`src/rtl/arm_pkg.sv`:
```
// arm_pkg: shared ARM7 mode, exception-type, vector and exception-entry FSM definitions.
package arm_pkg;
  localparam logic [4:0] MODE_USR = 5'b10000;
  localparam logic [4:0] MODE_FIQ = 5'b10001;
  localparam logic [4:0] MODE_IRQ = 5'b10010;
  localparam logic [4:0] MODE_SVC = 5'b10011;
  localparam logic [4:0] MODE_ABT = 5'b10111;
  localparam logic [4:0] MODE_UND = 5'b11011;
  typedef enum logic [2:0] {
    EXC_RESET, EXC_UND, EXC_SWI, EXC_PABT, EXC_DABT, EXC_IRQ, EXC_FIQ, EXC_INVALID
  } exc_type_t;
  localparam logic [7:0] VEC_RESET = 8'h00;
  localparam logic [7:0] VEC_UND   = 8'h04;
  localparam logic [7:0] VEC_SWI   = 8'h08;
  localparam logic [7:0] VEC_PABT  = 8'h0C;
  localparam logic [7:0] VEC_DABT  = 8'h10;
  localparam logic [7:0] VEC_IRQ   = 8'h18;
  localparam logic [7:0] VEC_FIQ   = 8'h1C;
  typedef enum logic [2:0] {
    S_IDLE, S_SAVE_SPSR, S_SAVE_LR, S_SET_CPSR, S_LOAD_PC, S_DONE
  } exc_state_t;
endpackage

```
`src/rtl/exc_decode.sv`:
```
// exc_decode: maps an exception type to target mode, vector offset, LR adjust and F-set.
module exc_decode
  import arm_pkg::*;
(
  input  exc_type_t   exc_type,
  output logic [4:0]  mode,
  output logic [7:0]  vec_off,
  output logic        lr_sub4,
  output logic        f_set
);
  always_comb begin
    mode    = MODE_SVC;
    vec_off = VEC_RESET;
    lr_sub4 = 1'b1;
    case (exc_type)
      EXC_UND:  begin mode = MODE_UND; vec_off = VEC_UND;  end
      EXC_SWI:  begin mode = MODE_SVC; vec_off = VEC_SWI;  end
      EXC_PABT: begin mode = MODE_ABT; vec_off = VEC_PABT; end
      EXC_DABT: begin mode = MODE_ABT; vec_off = VEC_DABT; lr_sub4 = 1'b0; end
      EXC_IRQ:  begin mode = MODE_IRQ; vec_off = VEC_IRQ;  end
      EXC_FIQ:  begin mode = MODE_FIQ; vec_off = VEC_FIQ;  end
      default:  begin mode = MODE_SVC; vec_off = VEC_RESET; end
    endcase
  end
  assign f_set = (exc_type == EXC_RESET) || (exc_type == EXC_FIQ);
endmodule

```
`src/rtl/exc_entry_seq.sv`:
```
// exc_entry_seq: multi-cycle ARM exception-entry sequencer driving the banked register-file write ports.
module exc_entry_seq
  import arm_pkg::*;
#(
  parameter logic [31:0] VECTOR_BASE = 32'h0000_0000
) (
  input  logic        clk,
  input  logic        reset,
  input  logic        exc_req,
  input  logic [2:0]  exc_type,
  input  logic [31:0] pc_in,
  input  logic [31:0] cpsr_in,
  output logic        busy,
  output logic        exc_ack,
  output logic        reg_wr,
  output logic        spsr_wr,
  output logic        cpsr_wr,
  output logic [3:0]  wr_addr,
  output logic [4:0]  wr_mode,
  output logic [31:0] wr_data
);
  exc_state_t  state, nxt;
  exc_type_t   lat_type, cur_type;
  logic [31:0] lat_pc, lat_cpsr, cur_pc, cur_cpsr, new_cpsr, lr_val, data_n;
  logic [4:0]  mode;
  logic [7:0]  vec_off;
  logic        lr_sub4, f_set, accept, wr_n;
  // In IDLE the decode looks at the live inputs so the first write can be registered on the accepting edge.
  assign accept   = (state == S_IDLE) && exc_req && (exc_type != 3'd7);
  assign cur_type = (state == S_IDLE) ? exc_type_t'(exc_type) : lat_type;
  assign cur_pc   = (state == S_IDLE) ? pc_in : lat_pc;
  assign cur_cpsr = (state == S_IDLE) ? cpsr_in : lat_cpsr;
  exc_decode u_decode (
    .exc_type (cur_type),
    .mode     (mode),
    .vec_off  (vec_off),
    .lr_sub4  (lr_sub4),
    .f_set    (f_set)
  );
  assign new_cpsr = {cur_cpsr[31:8], 1'b1, cur_cpsr[6] | f_set, 1'b0, mode};
  assign lr_val   = lr_sub4 ? cur_pc - 32'd4 : cur_pc;
  always_comb begin
    nxt = S_IDLE;
    case (state)
      S_IDLE:      nxt = !accept ? S_IDLE : (cur_type == EXC_RESET) ? S_SET_CPSR : S_SAVE_SPSR;
      S_SAVE_SPSR: nxt = S_SAVE_LR;
      S_SAVE_LR:   nxt = S_SET_CPSR;
      S_SET_CPSR:  nxt = S_LOAD_PC;
      S_LOAD_PC:   nxt = S_DONE;
      default:     nxt = S_IDLE;
    endcase
  end
  assign data_n = (nxt == S_SAVE_SPSR) ? cur_cpsr :
                  (nxt == S_SAVE_LR)   ? lr_val :
                  (nxt == S_SET_CPSR)  ? new_cpsr :
                  (nxt == S_LOAD_PC)   ? VECTOR_BASE + {24'd0, vec_off} : 32'd0;
  assign wr_n = (nxt == S_SAVE_SPSR) || (nxt == S_SAVE_LR) || (nxt == S_SET_CPSR) || (nxt == S_LOAD_PC);
  always_ff @(posedge clk or posedge reset) begin
    if (reset) begin
      state    <= S_IDLE;
      lat_type <= EXC_RESET;
      lat_pc   <= '0;
      lat_cpsr <= '0;
      busy     <= 1'b0;
      exc_ack  <= 1'b0;
      reg_wr   <= 1'b0;
      spsr_wr  <= 1'b0;
      cpsr_wr  <= 1'b0;
      wr_addr  <= '0;
      wr_mode  <= '0;
      wr_data  <= '0;
    end else begin
      state <= nxt;
      if (accept) begin
        lat_type <= exc_type_t'(exc_type);
        lat_pc   <= pc_in;
        lat_cpsr <= cpsr_in;
      end
      busy    <= nxt != S_IDLE;
      exc_ack <= nxt == S_DONE;
      reg_wr  <= (nxt == S_SAVE_LR) || (nxt == S_LOAD_PC);
      spsr_wr <= nxt == S_SAVE_SPSR;
      cpsr_wr <= nxt == S_SET_CPSR;
      wr_addr <= (nxt == S_SAVE_LR) ? 4'd14 : (nxt == S_LOAD_PC) ? 4'd15 : 4'd0;
      wr_mode <= wr_n ? mode : 5'd0;
      wr_data <= data_n;
    end
  end
endmodule

```
`config.mk`:
```
export PLATFORM = sky130hd
export DESIGN_NAME = exc_entry_seq
export DESIGN_NICKNAME = d
export VERILOG_FILES = /design/src/rtl/arm_pkg.sv /design/src/rtl/exc_decode.sv /design/src/rtl/exc_entry_seq.sv
export SDC_FILE = /design/constraint.sdc
export NUM_CORES = 1
export LEC_CHECK = 0
export ABC_AREA = 1
export CAP_MARGIN = 40
export CORE_MARGIN = 4
export CORE_UTILIZATION = 40
export CTS_CLUSTER_DIAMETER = 30
export CTS_CLUSTER_SIZE = 40
export DETAILED_ROUTE_END_ITERATION = 12
export GPL_TIMING_DRIVEN = 0
export PLACE_DENSITY = 0.68
export REMOVE_ABC_BUFFERS = 1
export SLEW_MARGIN = 40
export SYNTH_ARGS = -nofsm -noshare
export SYNTH_HDL_FRONTEND = slang
export SYNTH_SLANG_ARGS = --single-unit
```
`constraint.sdc`:
```
create_clock -name clk -period 3.3 [get_ports clk]
set_input_delay 0.495 -clock clk [delete_from_list [all_inputs] [get_ports clk]]
set_output_delay 0.495 -clock clk [all_outputs]
set_load 0.01 [all_outputs]
```
==> summary.txt, run 1 <==
Outcome
  • Status: finished clean

Place
  • IO buf count: 115
  • Final HPWL from detailed placement: 10,700 um
  • Final RePlAce weighted congestion: 0.860
  • Post-Place Setup Slack: -487 ps

Clock tree
  • CTS tree: built
  • TritonCTS Buffers: 17
  • Clock buffer depth: 2
  • Clock Latency Late Sink: 420 ps
  • H-tree depth: 4
  • Clock sink count: 113
  • Root Buffer: clkbuf_16
  • Reg clk slew, reported paths: 50 ps
  • Hold_buf cts: 0

Drt
  • Antenna viol nets, final: 0
  • Routed WL: 16,000 um
  • Wire per inst: 14.4 um
  • # DRC: 0
  • DR pass1 iterations: 5
  • Iteration-0 DRC count of the detailed router: 361
  • Via count: 5,425
  • Vias per cell: 4.88

Timing
  • Slew Viols, Final: 0
  • RSZ-0062 raised after global routing: no
  • Worst slew pin tran: 729 ps
  • Final Hold Fails: 0
  • FMAX: 0.331 GHz
  • Slew headroom: 51.4%
  • Final setup margin: 279 ps
  • Final setup vio count: 0
  • Post-layout min period: 3020 ps
  • Layout Skew: 7.34 ps
  • Fin crit share: 91.5%

Cells and area
  • Share of layout cells above drive strength 1: 10.5%
  • P&R area growth vs syn: 33.3%
  • Antenna cell count: 0
  • Layout Nets: 986

Synthesis
  • Ys flop type: dfrtp_1
  • Multiplexer share of the synthesized area: 3.31%
  • Synth Area per Inst: 7.52 um^2
  • Netlist Area Pre-Place: 6080 um^2
  • Post-synth top area share: 46.5%
  • Post-Synth Simple-Gate Area: 36.3%
  • Synth warnings: 0
  • Post-synthesis xor/xnor area fraction: 1.15%
  • Post-synth top cells: 344 x nand2_1, 113 x dfrtp_1, 76 x nand3_1
  • Async SR Flop Fraction: 100%
  • Cell with the most instances after synthesis: nand2_1
  • Synth Area in Compound Gates: 5.99%
  • Cells after Synth: 808
  • Yosys reg bits: 113
  • Post-synthesis adder-cell area fraction: 0.206%
  • Post-synth EDFFs: 0
  • Synth unique cells: 38
  • Largest family of logic cells by synthesized area: simple AND/OR/NAND/NOR gates
  • Seq/Total Area, Yosys: 46.5%
  • Largest cells by area after synthesis: dfrtp_1 47%, nand2_1 21%, nand3_1 6.3%
  • Synth area leader: dfrtp_1

Worst setup path
  • Worst EP arrival: 3320 ps
  • Element type at the critical path start: register
  • Crit-path cells: inv_6, nand2_8, nor2_4, buf_16, buf_16, inv_4, nand2_1, nand2_1, inv_4, a22o_1
  • Crit-path max FO: 75
  • Slowest CP cell: inv_4
  • Crit end category: register
  • Largest stage delay, worst path: 500 ps
  • Critical path type: reg -> reg
  • CP required: 3600 ps

Worst hold path
  • Hold/Removal Path Class: reg -> reg

Global routing
  • GRT Util Overall: 19.1%
  • First-pass GRT wire length: 26,600 um
  • Initial antenna violation count: 0
  • Number of global-route vias before repair: 5,295
  • Pin count of the biggest net entering global routing: 76
  • Total congestion overflow: 0

Floorplanning
  • Starting Density: 41.3%
  • Overall die height: 131 um
  • Die area: 17,200 um^2
  • Core area: 14,700 um^2
  • I/O pin total: 116
  • Die width: 131 um
  • Row cnt: 44

Power and ir drop
  • Leak: 4.00 nW
  • Worst vdd ir: 487 uV
  • Power Dens Cells: 1020 nW/um^2
  • Power Total: 8.30 mW

Run
  • Max_cap viols: 0
critical path: cells and delay by family (launching register included):
kind                   cells  cell delay (ps)
buffers and inverters      5             1220
and+or+nand+nor            4              850
DFF                        1              480
AOI/OAI and AO/OA          1              250
where the power goes:
part / leakage (nW) / internal, mW / switching, mW / total (mW)
Sequential: 1.44 / 1.96 / 0.264 / 2.22
Combinational: 2.24 / 1.49 / 2.57 / 4.06
Clock: 0.316 / 1.39 / 0.634 / 2.03
Total: 4.00 / 4.84 / 3.47 / 8.30
cell families (layout without fill, tap and decap cells):
group                      after synthesis  after routing
buffers and inverters                   93            211
adders and majority gates                1              1
muxes                                   18             18
AOI/OAI and AO/OA                       65             65
and+or+nand+nor                        510            512
xor gates and xnor gates                 8              8
DFF                                    113            113
repair_timing:
action	in CTS	in global routing
setup buffers	1	0
gates resized for setup	2	2
setup endpoints to repair	39	9
pin swaps	2	0
gates cloned	2	0
registers in the layout, indices dropped and copies added, names as in the netlist:
name / count
busy: 1
cpsr_wr: 1
exc_ack: 1
lat_cpsr: 32
lat_pc: 32
lat_type: 3
reg_wr: 1
spsr_wr: 1
state: 3
wr_addr: 1
wr_data: 32
wr_mode: 5
placed cells by master, fill, tap and decap left out, types with 2 or more instances in the layout:
cell               n
nand2_1          344
clkdlybuf4s50_1  115
dfrtp_1          113
nand3_1           76
inv_1             48
o21ai_0           45
nor2_1            39
mux2_2            17
clkbuf_16         17
nand4_1           14
nor2_2            10
nor2_4             8
nand2_2            8
a21oi_1            5
bufinv_16          5
o21ai_1            4
xor2_1             4
xnor2_1            4
o211ai_1           4
nand3b_1           3
inv_2              3
clkbuf_8           3
clkinv_2           3
buf_16             3
buf_2              3
inv_4              2
and2_1             2
o21bai_1           2
clkinvlp_4         2
clkbuf_1           2
buf_4              2
routing by layer:
layer	GRT usage [%]	vias up	part of all wire, %
li1	-	2783	-
met3	5.35	16	4.8
met4	6.01	0	1.4
met2	29.3	126	45
met5	0	-	0
met1	26.4	2500	49
area by class of cell:
| class | count | area (um^2) |
|---|---|---|
| fillers | 1329 | 6600 |
| multi-input cells | 604 | 2890 |
| flip-flops and latches | 113 | 2830 |
| repair buffers | 124 | 1280 |
| clock buffers | 22 | 474 |
| well taps | 184 | 230 |
| inverters | 55 | 224 |
| clock inverters | 10 | 180 |
worst paths after layout:
path,from,endpoint,slack [ps],depth (start not counted)
worst max-delay path,state[2],wr_data[8],280,10
worst min-delay path,lat_cpsr[7],lat_cpsr[7],460,2
worst max register to register,state[2],wr_data[8],280,10
worst min register to register,lat_cpsr[7],lat_cpsr[7],460,2
max in group asynchronous,reset,wr_data[20],2180,3
min in group asynchronous,reset,lat_pc[13],500,2
metrics by stage:
step	util, %	hold slack, ps	TNS [ps]	instances	cell area, um^2
final	55.1	464	0	1112	8100
after detailed placement	50.4	456	-15200	1077	7410
after global placement	49.4	449	-398560	1069	7270
after CTS	55.1	468	0	1112	8100
after floorplan	-	436	-33710	770	5890
after global routing	55.1	482	0	1112	8100
No activity file was read; power rests on OpenSTA's default activity.
==> run 2, diff against run 1 <==
- PLACE_DENSITY: 0.68 -> 0.67
- SYNTH_HIERARCHICAL: not set -> 1
==> run 2 against run 1 <==
Compared with the run above: utilization down 0.68 points; clock power down 9.9%; combinational power up 12%; critical endpoint is now wr_data[26].
==> summary.txt, run 2 <==
Clock tree
  • H-tree depth: 4 (unchanged)
  • Root Buffer: clkbuf_16
  • Reg clk slew, reported paths: 50 ps (about the same)
  • Clock Latency Late Sink: 420 ps (about the same)
  • Clock buffer depth: 2 (unchanged)
  • TritonCTS Buffers: 17 (unchanged)
  • Clock sink count: 113 (unchanged)
  • Hold_buf cts: 0 (unchanged)
  • CTS tree: built

Power and ir drop
  • Worst vdd ir: 476 uV (-2.3%)
  • NetSw: 3.85 mW (+11%)
  • Pint: 4.82 mW (-0.33%)
  • Flop pwr share: 26.3% (-0.4 points)
  • Combinational share of power: 52.6% (+3.8 points)
  • Clock power frac: 21.1% (-3.3 points)
  • Leak: 3.91 nW (-2.2%)
  • Switching Share: 44.4% (+2.7 points)
  • Power Dens Cells: 1040 nW/um^2 (+1.2%)

Floorplanning
  • I/O pin total: 116 (unchanged)
  • Die width: 134 um (+2.2%)
  • Starting Density: 41.4% (about the same)
  • Core area: 15,400 um^2 (+4.6%)
  • Die area: 18,000 um^2 (+4.4%)
  • Overall die height: 134 um (+2.2%)
  • Row cnt: 45 (+2.3%)

Global routing
  • Total congestion overflow: 0 (unchanged)
  • GRT Util Overall: 19.9% (+0.79 points)
  • Number of global-route vias before repair: 5,404 (+2.1%)
  • First-pass GRT wire length: 28,000 um (+5.3%)
  • Initial antenna violation count: 0 (unchanged)
  • Pin count of the biggest net entering global routing: 77 (+1.3%)

Timing
  • Final setup vio count: 0 (unchanged)
  • Fin crit share: 90.0% (-1.5 points)
  • RSZ-0062 raised after global routing: no
  • Sum Neg Setup Slack: 0 ps (unchanged)
  • Final setup margin: 330 ps (+50.8 ps)
  • Worst slew pin tran: 729 ps (-0.423 ps)
  • Layout Skew: 7.71 ps (+0.367 ps)
  • Post-layout min period: 2970 ps (-50.8 ps)
  • Slew Viols, Final: 0 (unchanged)
  • Hold Slack: 451 ps (-12.7 ps)
  • FMAX: 0.337 GHz (+1.7%)
  • Final Hold Fails: 0 (unchanged)
  • Slew headroom: 51.2% (-0.15 points)

Drt
  • Iteration-0 DRC count of the detailed router: 433 (+20%)
  • Top Layer Used: met4
  • Via count: 5,754 (+6.1%)
  • Antenna viol nets, final: 0 (unchanged)
  • Met2 WL: 8150 um (+13%)
  • DR pass1 iterations: 5 (unchanged)
  • WL met3: 1180 um (+52%)
  • # DRC: 0 (unchanged)
  • Routed WL: 17,400 um (+9.0%)
  • Vias per cell: 4.87 (-0.22%)
  • Wire per inst: 14.7 um (+2.5%)
  • Metal-1 WL: 7820 um (+0.84%)

Worst setup path
  • Crit end category: register
  • Critical path type: reg -> reg
  • Slowest CP cell: dfrtp_2
  • CP required: 3630 ps (+30 ps)
  • Element type at the critical path start: register
  • Largest stage delay, worst path: 610 ps (+110 ps)
  • Worst EP arrival: 3300 ps (-20 ps)
  • Crit-path max FO: 48 (-36%)
  • Crit-path cells: nor2_8, nand2_8, clkinv_16, o21ai_2, inv_1, nand3_2, nand2_2, nor2_4, nand2_2, nor2_4, nand2_1, nand2_1, nand3_1, o21ai_1

Worst hold path
  • Hold/Removal Path Class: in -> async

Synthesis
  • Largest family of logic cells by synthesized area: simple AND/OR/NAND/NOR gates
  • Multiplexer share of the synthesized area: 0% (-3.3 points)
  • Ys flop type: dfrtp_1
  • Post-synthesis xor/xnor area fraction: 0.826% (-0.33 points)
  • Seq/Total Area, Yosys: 44.5% (-2.1 points)
  • Synth Area in Compound Gates: 10.7% (+4.7 points)
  • Post-synth top cells: 301 x nand2_1, 113 x dfrtp_1, 96 x inv_1
  • Netlist Area Pre-Place: 6360 um^2 (+4.7%)
  • Post-Synth Simple-Gate Area: 33.4% (-2.9 points)
  • Synth warnings: 6 (+6)
  • Async SR Flop Fraction: 100% (unchanged)
  • Synth unique cells: 37 (-2.6%)
  • Post-synthesis adder-cell area fraction: 0.197% (-0.0092 points)
  • Post-synth EDFFs: 0 (unchanged)
  • Synth Area per Inst: 7.47 um^2 (-0.63%)
  • Post-synth top area share: 44.5% (-2.1 points)
  • Synth area leader: dfrtp_1
  • Cell with the most instances after synthesis: nand2_1
  • Cells after Synth: 851 (+5.3%)
  • Largest cells by area after synthesis: dfrtp_1 44%, nand2_1 18%, o21ai_0 7.2%
  • Yosys reg bits: 113 (unchanged)

Cells and area
  • Commonest cells after routing, fill and taps aside: 300 x nand2_1, 115 x clkdlybuf4s50_1, 112 x dfrtp_1
  • P&R area growth vs syn: 31.6%
  • Share of layout cells above drive strength 1: 11.5% (+1.1 points)
  • Antenna cell count: 0 (unchanged)
  • Top Registers: lat_cpsr x32, lat_pc x32, wr_data x32
  • Sequential cell area: 2830 um^2 (about the same)
  • Multi-input combinational cell area: 2940 um^2 (+1.6%)
  • Filler Cell Count: 1,436 (+8.1%)
  • Fin cells: 1,182 (+6.3%)
  • Most common cell after layout, fill and taps aside: nand2_1
  • Layout Nets: 1,029 (+4.4%)

Place
  • Post-Place Setup Slack: -997 ps (-510 ps)
  • Final HPWL from detailed placement: 12,100 um (+13%)
  • IO buf count: 115 (unchanged)
  • Post-Place Cells: 1,147 (+6.5%)
  • Final RePlAce weighted congestion: 0.908 (+5.7%)

Run
  • Max_cap viols: 0 (unchanged)

Outcome
  • Status: finished clean
## run 2: worst max-delay path, delay by kind of cell, from the launching register on
family          cells  cell delay (ps)
simple gates       10             1520
flops               1              610
compound gates      2              410
buf+inv             2              340
## run 2: final timing paths
kind | cells past startpoint | startpoint | end | slack [ps]
max in group asynchronous | 3 | reset | lat_pc[2] | 2160
worst max register to register | 14 | state[1] | wr_data[26] | 330
worst min-delay path | 2 | reset | lat_cpsr[27] | 450
min in group clk | 2 | lat_pc[21] | lat_pc[21] | 470
worst min register to register | 2 | lat_pc[21] | lat_pc[21] | 470
worst max-delay path | 14 | state[1] | wr_data[26] | 330
## run 2: per-stage QoR
| stage | cell area [um^2] | util, % | total power, mW |
|---|---|---|---|
| floorplan | 6110 | - | 5.22 |
| global placement | 7520 | 48.9 | 6.60 |
| detailed placement | 7700 | 50.1 | 6.72 |
| CTS | 8350 | 54.3 | 8.69 |
| global route | 8370 | 54.4 | 9.38 |
| finish | 8370 | 54.4 | 8.68 |
## run 2: kinds of logic after synthesis
logic type	after synthesis
simple gates	460
other cells	2
xor+xnor	6
compound gates	123
buf+inv	146
fa+ha+maj	1
flops	113
## run 2: layout make-up
type                    instances  area share (%)
multi-input cells             598            35.1
inverters                     103            5.11
repair buffers                125            15.8
clock inverters                15            2.02
flip-flops and latches        113            33.8
well taps                     211            3.15
clock buffers                  17            5.08
## run 2: power groups by stage
stage,sequential (mW),clock (mW),combinational [mW]
after global placement,2.27,0,4.33
after detailed placement,2.28,0,4.44
after global routing,2.35,1.93,5.10
after CTS,2.28,1.86,4.55
final,2.28,1.83,4.56
after floorplan,2.35,0,2.87
## run 2: routing by layer
metal,GRT usage (%),vias up
li1,-,2897
met1,27.1,2648
met2,31.9,185
met5,0,-
met4,5.60,0
met3,4.50,24
## run 2: timing repair
item / in CTS / in global routing
pin swaps: 2 / 1
setup endpoints to repair: 31 / 11
gates resized for setup: 9 / 4
setup buffers: 1 / 0
cloned: 2 / 0
